**config.mk**
```make
export PLATFORM = sky130hd
export DESIGN_NAME = mips_uart_rx
export DESIGN_NICKNAME = d
export VERILOG_FILES = /design/src/rtl/mips_uart_pkg.sv /design/src/rtl/mips_uart_baud_gen.sv /design/src/rtl/mips_uart_rx.sv
export SDC_FILE = /design/constraint.sdc
export NUM_CORES = 1
export LEC_CHECK = 0
export ABC_AREA = 1
export BUFFER_PORTS_ARGS = -buffer_cell sky130_fd_sc_hd__clkbuf_2
export CAP_MARGIN = 20
export CORE_MARGIN = 5
export CORE_UTILIZATION = 57
export DETAILED_ROUTE_END_ITERATION = 6
export GPL_TIMING_DRIVEN = 0
export PLACE_DENSITY_LB_ADDON = 0.3
export SLEW_MARGIN = 15
export SYNTH_ARGS = -nofsm -noshare
export SYNTH_HDL_FRONTEND = slang
export SYNTH_SLANG_ARGS = --single-unit
```
**constraint.sdc**
```tcl
create_clock -name clk -period 1.9 [get_ports clk]
set_clock_uncertainty 0.15 [all_clocks]
set_input_delay 0 -clock clk [delete_from_list [all_inputs] [get_ports clk]]
set_output_delay 0 -clock clk [all_outputs]
set_load 0.01 [all_outputs]
```
**src/rtl/mips_uart_pkg.sv**
```systemverilog
// Shared definitions for the debug-unit UART: receiver FSM states and default
// frame/baud parameters, common to the RX and TX blocks.
package mips_uart_pkg;

  localparam int DATA_BITS_DEF  = 8;
  localparam int BAUD_DIV_DEF   = 163;
  localparam int OVERSAMPLE_DEF = 16;

  typedef enum logic [1:0] {
    ST_IDLE  = 2'd0,
    ST_START = 2'd1,
    ST_DATA  = 2'd2,
    ST_STOP  = 2'd3
  } uart_state_t;

endpackage

```
**src/rtl/mips_uart_baud_gen.sv**
```systemverilog
// Free-running oversample tick generator: one-clk pulse every BAUD_DIV cycles.
// Never resynchronised to the line, so sample phase jitters by up to one tick.
module mips_uart_baud_gen
  import mips_uart_pkg::*;
#(
  parameter int BAUD_DIV = BAUD_DIV_DEF
) (
  input  logic clk,
  input  logic reset,
  output logic o_tick
);

  localparam int CW = (BAUD_DIV > 1) ? $clog2(BAUD_DIV) : 1;
  localparam logic [CW-1:0] LAST = CW'(BAUD_DIV - 1);

  logic [CW-1:0] cnt_reg, cnt_next;

  assign o_tick = (cnt_reg == LAST);

  always_comb begin
    cnt_next = o_tick ? '0 : cnt_reg + CW'(1);
  end

  always_ff @(posedge clk) begin
    if (reset) cnt_reg <= '0;
    else       cnt_reg <= cnt_next;
  end

endmodule

```
**src/rtl/mips_uart_rx.sv**
```systemverilog
// 8N1 serial receiver for the debug unit: 16x oversampled, LSB first, with a
// level ready flag held until the debug unit clears it, plus sticky error flags.
module mips_uart_rx
  import mips_uart_pkg::*;
#(
  parameter int DATA_BITS  = DATA_BITS_DEF,
  parameter int BAUD_DIV   = BAUD_DIV_DEF,
  parameter int OVERSAMPLE = OVERSAMPLE_DEF
) (
  input  logic                 clk,
  input  logic                 reset,
  input  logic                 i_rx,
  input  logic                 i_rx_reset,
  output logic                 o_rx_ready,
  output logic [DATA_BITS-1:0] o_rx_data,
  output logic                 o_frame_err,
  output logic                 o_overrun
);

  localparam int SW = $clog2(OVERSAMPLE);
  localparam int NW = $clog2(DATA_BITS) + 1;
  localparam logic [SW-1:0] S_HALF = SW'(OVERSAMPLE / 2 - 1);
  localparam logic [SW-1:0] S_LAST = SW'(OVERSAMPLE - 1);
  localparam logic [NW-1:0] N_LAST = NW'(DATA_BITS - 1);

  logic tick;
  logic rx_s;
  logic [1:0] sync_reg;

  uart_state_t          state_reg, state_next;
  logic [SW-1:0]        s_reg, s_next;
  logic [NW-1:0]        n_reg, n_next;
  logic [DATA_BITS-1:0] sh_reg, sh_next;
  logic [DATA_BITS-1:0] data_reg, data_next;
  logic                 ready_reg, ready_next;
  logic                 err_reg, err_next;
  logic                 ovr_reg, ovr_next;

  mips_uart_baud_gen #(.BAUD_DIV(BAUD_DIV)) u_baud (
    .clk    (clk),
    .reset  (reset),
    .o_tick (tick)
  );

  // Two-stage synchroniser; idles high so reset never looks like a start bit.
  generate
    for (genvar gi = 0; gi < 2; gi++) begin : g_sync
      always_ff @(posedge clk) begin
        if (reset)        sync_reg[gi] <= 1'b1;
        else if (gi == 0) sync_reg[gi] <= i_rx;
        else              sync_reg[gi] <= sync_reg[gi-1];
      end
    end
  endgenerate

  assign rx_s = sync_reg[1];

  always_comb begin
    state_next = state_reg;
    s_next     = s_reg;
    n_next     = n_reg;
    sh_next    = sh_reg;
    data_next  = data_reg;
    // Clear request drops the flags unless a completion below re-sets them.
    ready_next = ready_reg & ~i_rx_reset;
    err_next   = err_reg & ~i_rx_reset;
    ovr_next   = ovr_reg & ~i_rx_reset;

    case (state_reg)
      ST_IDLE: begin
        if (!rx_s) begin
          state_next = ST_START;
          s_next     = '0;
        end
      end
      ST_START: begin
        if (tick) begin
          if (s_reg == S_HALF) begin
            s_next     = '0;
            n_next     = '0;
            state_next = rx_s ? ST_IDLE : ST_DATA;
          end else begin
            s_next = s_reg + SW'(1);
          end
        end
      end
      ST_DATA: begin
        if (tick) begin
          if (s_reg == S_LAST) begin
            sh_next = {rx_s, sh_reg[DATA_BITS-1:1]};
            s_next  = '0;
            n_next  = n_reg + NW'(1);
            if (n_reg == N_LAST) state_next = ST_STOP;
          end else begin
            s_next = s_reg + SW'(1);
          end
        end
      end
      ST_STOP: begin
        if (tick) begin
          if (s_reg == S_LAST) begin
            state_next = ST_IDLE;
            s_next     = '0;
            if (rx_s) begin
              data_next  = sh_reg;
              ready_next = 1'b1;
              if (ready_reg) ovr_next = 1'b1;
            end else begin
              err_next = 1'b1;
            end
          end else begin
            s_next = s_reg + SW'(1);
          end
        end
      end
      default: state_next = ST_IDLE;
    endcase
  end

  always_ff @(posedge clk) begin
    if (reset) begin
      state_reg <= ST_IDLE;
      s_reg     <= '0;
      n_reg     <= '0;
      sh_reg    <= '0;
      data_reg  <= '0;
      ready_reg <= 1'b0;
      err_reg   <= 1'b0;
      ovr_reg   <= 1'b0;
    end else begin
      state_reg <= state_next;
      s_reg     <= s_next;
      n_reg     <= n_next;
      sh_reg    <= sh_next;
      data_reg  <= data_next;
      ready_reg <= ready_next;
      err_reg   <= err_next;
      ovr_reg   <= ovr_next;
    end
  end

  assign o_rx_ready  = ready_reg;
  assign o_rx_data   = data_reg;
  assign o_frame_err = err_reg;
  assign o_overrun   = ovr_reg;

endmodule

```
==> flow_summary_export.csv, run 1 <==
group,metric,value,unit
status,status,"finished, final reports clean",
floorplanning,die_h,64.4,um
synthesis,async_reset_ff_frac,0,
grt,grt_pass1_vias,1313,
run,cap_violations,0,
floorplanning,dieWidth,64.4,um
clock_tree,clockBufferDepth,2,
synthesis,syn_avg_cell_area,7.48,um2
power,p_switching,0.297,mW
worst_setup_path,cp.arrival,1.82,ns
clock_tree,cts_tree,"built",
synthesis,synthFlopType,"dfxtp_1",
timing,rsz0062_at_grt,"false",
floorplanning,placeableCoreArea,2810,um2
timing,clock.fmax,0.578,GHz
grt,grt_pass1_wl,5350,um
power,combPwrFrac,0.047,
floorplanning,start_util,0.600,
clock_tree,post_cts_buffers,0,
timing,period_share,0.910,
clock_tree,cts.sinks,39,
grt,use_met3,0.0630,
worst_setup_path,ff2ff_setup_slack,0.17,ns
route,dr_total_vias,1403,
route,drt_pre_antenna_iters,4,
clock_tree,cts.clk_slew.worst_paths,0.10,ns
worst_setup_path,crit_start,"s_reg[0]",
synthesis,synth-seq-area-share,0.464,
synthesis,synth_warnings,0,
power,p_sw_frac,0.230,
worst_setup_path,critPathCapture,"sh_reg[0]",
synthesis,synth_seq_cells,39,
worst_setup_path,r2r_end,"sh_reg[0]",
synthesis,synth_cell_types,26,
grt,grt_max_degree,12,
power,ir_drop,0.438,mV
route,drt-wirelength-per-cell,10.4,um
cells_and_area,antenna_cells,0,
floorplanning,dieArea,4140,um2
grt,gr-usage-all-layers,0.167,
clock_tree,insertion_delay,0.34,ns
clock_tree,cts_root_buf,"clkbuf_4",
grt,grt.busiest_layer,"met2",
worst_setup_path,cp-start-kind,"flop",
worst_setup_path,required,1.99,ns
placed_design,gp_congestion,0.887,
clock_tree,cts_buffers,5,
route,drcViolationCount,0,
timing,finalCriticalPeriod,1.73,ns
grt,grt_use_met1,0.182,
placed_design,dp_hpwl,2160,um
floorplanning,io_pins,15,
grt,antenna_found_initial,0,
floorplanning,rows,19,
power,p_leak,0.820,nW
placed_design,numPortBuffers,14,
route,vias_per_cell,4.99,
synthesis,synth_edf_count,0,
route,drt_iter0_drc,71,
hold_path,hp-class,"input port to flop",
timing,setup_viol_count_final,0,
grt,grt_use_met2,0.286,
power,p_per_area,689,nW/um2
worst_setup_path,path_class,"flop to flop",
clock_tree,cts_max_level,2,
timing,hold_viol,0,
grt,grt.overflow.total,0,
synthesis,synthCells,225,
cells_and_area,syn_to_final_growth,11.2,%
power,clockPowerShare,0.307,
worst_setup_path,cp-end-kind,"flop",
cells_and_area,nets,257,
timing,relSlewSlack,0.700,
route,wirelength,2920,um
timing,slew_viol_final,0,
power,finalPower,1.29,mW
cells_and_area,drive_gt1_frac,0.148,
worst_setup_path,regToRegStartpoint,"s_reg[0]",
timing,tightest_slew,0.450,ns
worst_setup_path,r2r.worst_path.cells,8,
power,pwr-share-seq,0.647,
worst_setup_path,critPathMaxFanout,9,
synthesis,syn_nets,233,
power,p_int,0.993,mW
route,antenna_left,0,
timing,finalSetupTns,0,ns
synthesis,synth_area,1680,um2
timing repair:
action | in CTS | in global routing
gates resized for setup | 0 | 1
hold endpoints to repair | 6 | 0
hold buffers | 3 | 0
setup endpoints to repair | 0 | 1
placed cells by master (no fill, tap or decap), types with 4 or more instances in the layout:
master	instances
inv_1	18
clkbuf_1	4
ha_1	4
nor2_1	52
o21ai_0	16
a21oi_1	12
dfxtp_1	39
nand2_1	36
nand3_1	17
clkbuf_2	14
clkbuf_4	5
cell families after synthesis:
logic type	Yosys count	share of synthesized area
adders and majority gates	4	0.0297
buffers and inverters	25	0.0594
xor gates and xnor gates	4	0.0208
and+or+nand+nor	123	0.336
DFF	39	0.464
AOI/OAI and AO/OA	30	0.0906
worst max-delay path, stage by stage (launching register included):
cell and delay (ns):
dfxtp_1 0.39, ha_1 0.23, nand3_1 0.15, inv_1 0.11, nand3_2 0.12, nor2_4 0.21
inv_2 0.11, nor2_1 0.11, nor2_1 0.05
layer usage:
layer  up-vias  part of all wire
li1        764                 -
met1       609              0.48
met2        24              0.45
met3         6             0.051
met4         0             0.023
met5         -                 0
through the flow:
stage / utilization / hold WS [ns] / std cells / setup WS (ns) / area [um2]
2_1_floorplan: - / -0.0462 / 225 / 0.410 / 1680
3_3_place_gp: 0.639 / 0.0326 / 270 / 0.236 / 1790
3_5_place_dp: 0.639 / 0.0373 / 270 / 0.182 / 1790
4_1_cts: 0.668 / 0.213 / 281 / 0.181 / 1870
5_1_grt: 0.668 / 0.236 / 281 / 0.00243 / 1870
6_report: 0.668 / 0.235 / 281 / 0.171 / 1870
power groups by stage:
stage	Combinational [mW]	Clock, mW	Sequential (mW)
floorplan	0.0420	0	0.851
global placement	0.0554	0	0.853
detailed placement	0.0558	0	0.853
CTS	0.0608	0.412	0.834
global route	0.0693	0.460	0.836
finish	0.0604	0.396	0.834
layout make-up:
cell class / count / area (um2)
timing repair buffer: 17 / 100
tap: 31 / 38.8
buffer: 3 / 12.5
clock inverter: 1 / 5.00
clock buffer: 7 / 45.0
multi-input combinational: 161 / 803
inverter: 22 / 87.6
sequential: 39 / 781
fill: 253 / 932
how the worst min path moves through the flow:
stage,startpoint,end,slack (ns),cells after the start
final,i_rx,sync_reg[0],0.24,3
after global routing,i_rx,sync_reg[0],0.24,3
after CTS,i_rx,sync_reg[0],0.21,3
after detailed placement,i_rx,sync_reg[0],0.04,2
after global placement,i_rx,sync_reg[0],0.03,2
after floorplan,i_rx,sync_reg[0],-0.05,1
synth_stat cells, types with 2 or more instances:
library cell / instances / area (um2)
nor2_1: 52 / 195
dfxtp_1: 39 / 781
nand2_1: 36 / 135
inv_1: 18 / 67.6
nand3_1: 17 / 85.1
o21ai_0: 17 / 85.1
a21oi_1: 12 / 60.1
ha_1: 4 / 50.1
inv_2: 3 / 11.3
nand2_2: 3 / 18.8
nor2_4: 3 / 33.8
xor2_1: 3 / 26.3
clkbuf_1: 2 / 7.51
nand4_1: 2 / 12.5
nor3b_1: 2 / 15.0
or2_2: 2 / 12.5
Power figures use the tool's default switching activity.
==> inputs of run 2 (changes only) <==
- CORE_UTILIZATION: 57 -> 60
- clock period: 1.9 -> 2.2 ns (I/O delays scaled with it)
==> run 2 against run 1 <==
  * Final area rose by 1.0%
  * Flip-flop and latch count did not move
  * Critical path depth did not move
  * Maximum frequency fell by 1.2%
  * Combinational power fell by 14%
  * Clock-buffer cell count rose by 1
  * Total power fell by 8.5%
  * Non-clock buffer count did not move
==> flow_summary_export.csv, run 2 (synthesis results as in run 1) <==
group,metric,value,unit
route,vias_per_cell,5.08,
worst_setup_path,r2r_end,"o_rx_data[7]",
worst_setup_path,regToRegStartpoint,"s_reg[0]",
timing,clock.fmax,0.571,GHz
placed_design,gp_congestion,0.902,
worst_setup_path,cp-start-kind,"flop",
floorplanning,start_util,0.616,
worst_setup_path,path_delay_family,"simple AND/OR/NAND/NOR gates",
status,status,"finished, final reports clean",
floorplanning,dieWidth,63.0,um
timing,rsz0062_at_grt,"false",
route,dr_total_vias,1428,
clock_tree,clockBufferDepth,2,
grt,antenna_found_initial,0,
clock_tree,cts.sinks,39,
worst_setup_path,crit_cells,8,
placed_design,dp_hpwl,2190,um
timing,period_share,0.795,
cells_and_area,fin_area,1890,um2
cells_and_area,final_common_cell,"nor2_1",
route,drcViolationCount,0,
clock_tree,cts_buffers,5,
clock_tree,cts_hold_buf,3,
route,drt-wirelength-per-cell,10.6,um
route,drt_pre_antenna_iters,4,
run,cap_violations,0,
worst_setup_path,crit_start,"s_reg[0]",
cells_and_area,drive_gt1_frac,0.152,
cells_and_area,multi_input_area,803,um2
clock_tree,post_cts_buffers,0,
power,p_leak,0.829,nW
clock_tree,cts_root_buf,"clkbuf_4",
grt,grt.overflow.total,0,
grt,grt_pass1_wl,5520,um
clock_tree,insertion_delay,0.34,ns
timing,setup_viol_count_final,0,
worst_setup_path,critPathMaxFanout,10,
grt,grt_pass1_vias,1330,
floorplanning,io_pins,15,
worst_setup_path,required,2.29,ns
cells_and_area,regArea,781,um2
grt,grt_max_degree,12,
power,ir_drop,0.570,mV
timing,hold_slack,0.228,ns
timing,tightest_slew,0.440,ns
cells_and_area,nets,257,
grt,gr-usage-all-layers,0.171,
timing,finalSetupTns,0,ns
route,drt_iter0_drc,71,
cells_and_area,fill_cells,247,
placed_design,dpl_cell_area,1790,um2
power,p_per_area,624,nW/um2
route,antenna_left,0,
timing,relSlewSlack,0.706,
worst_setup_path,critPathCapture,"o_rx_data[7]",
floorplanning,placeableCoreArea,2730,um2
cells_and_area,most-common-layout-cells,"nor2_1 (52), dfxtp_1 (39), nand2_1 (36)",
clock_tree,cts_tree,"built",
worst_setup_path,worst-path-buf-inv,2,
cells_and_area,antenna_cells,0,
timing,finalCriticalPeriod,1.75,ns
floorplanning,dieArea,3970,um2
hold_path,hp-class,"input port to flop",
floorplanning,rows,19,
cells_and_area,syn_to_final_growth,12.3,%
worst_setup_path,cp-end-kind,"flop",
worst_setup_path,cp.arrival,1.84,ns
placed_design,numPortBuffers,14,
worst_setup_path,worstPathCellList,"ha_1 > nand3_1 > inv_1 > nand3_2 > inv_2 > nand2_4 > o21ai_0 > nor2_1",
worst_setup_path,critPathMaxStageDelay,0.40,ns
timing,slew_viol_final,0,
clock_tree,cts.clk_slew.worst_paths,0.11,ns
clock_tree,cts_max_level,2,
floorplanning,die_h,63.0,um
timing,hold_viol,0,
worst_setup_path,ff2ff_setup_slack,0.45,ns
worst_setup_path,r2r.worst_path.cells,8,
clock_tree,cts_resized,0,
worst_setup_path,path_class,"flop to flop",
route,wirelength,2970,um
worst_setup_path,slowest_stage,"dfxtp_1",
run 2: cell types whose count changed in the layout (fill, tap and decap cells not counted):
cell	previous run	this run
clkbuf_1	4	3
clkbuf_8	0	2
clkinv_2	1	0
o21ai_0	16	17
o21ai_1	1	0
run 2: worst min path at each step:
| stage | startpoint | end | slack, ns | cells after the start |
|---|---|---|---|---|
| global route | i_rx | sync_reg[0] | 0.25 | 3 |
| finish | i_rx | sync_reg[0] | 0.23 | 3 |
| CTS | i_rx | sync_reg[0] | 0.21 | 3 |
| detailed placement | i_rx | sync_reg[0] | 0.04 | 2 |
| global placement | i_rx | sync_reg[0] | 0.04 | 2 |
| floorplan | i_rx | sync_reg[0] | -0.05 | 1 |
run 2: layout make-up:
type	count	share of cell area
multi-input cells	161	0.425
flip-flops and latches	39	0.413
repair buffers	17	0.0529
inverters	22	0.0463
clock buffers	8	0.0364
well taps	31	0.0205
plain buffers	3	0.00661
run 2: worst reg2reg max path, cell delays in order, from the launching register on:
cell     delay (ns)
dfxtp_1        0.40
ha_1           0.22
nand3_1        0.14
inv_1          0.12
nand3_2        0.12
inv_2          0.12
nand2_4        0.10
o21ai_0        0.22
nor2_1         0.06
run 2: power by group:
| group | internal [mW] | leakage, nW | switching, mW |
|---|---|---|---|
| clock network | 0.188 | 0.0386 | 0.219 |
| logic | 0.0200 | 0.475 | 0.0321 |
| registers | 0.713 | 0.315 | 0.00743 |
| total | 0.921 | 0.829 | 0.259 |
run 2: per-stage QoR:
step	power (mW)	instances	setup WS, ns	util
2_1_floorplan	0.771	225	0.710	-
3_3_place_gp	0.784	270	0.503	0.656
3_5_place_dp	0.785	270	0.494	0.656
4_1_cts	1.20	281	0.474	0.692
5_1_grt	1.24	281	0.261	0.692
6_report	1.18	281	0.450	0.692
run 2: metal layers:
metal | track usage | vias to the layer above | share of wire
met5 | 0 | - | 0
met4 | 0.0690 | 0 | 0.019
met3 | 0.0576 | 6 | 0.047
met2 | 0.274 | 22 | 0.46
met1 | 0.208 | 631 | 0.47
li1 | - | 769 | -
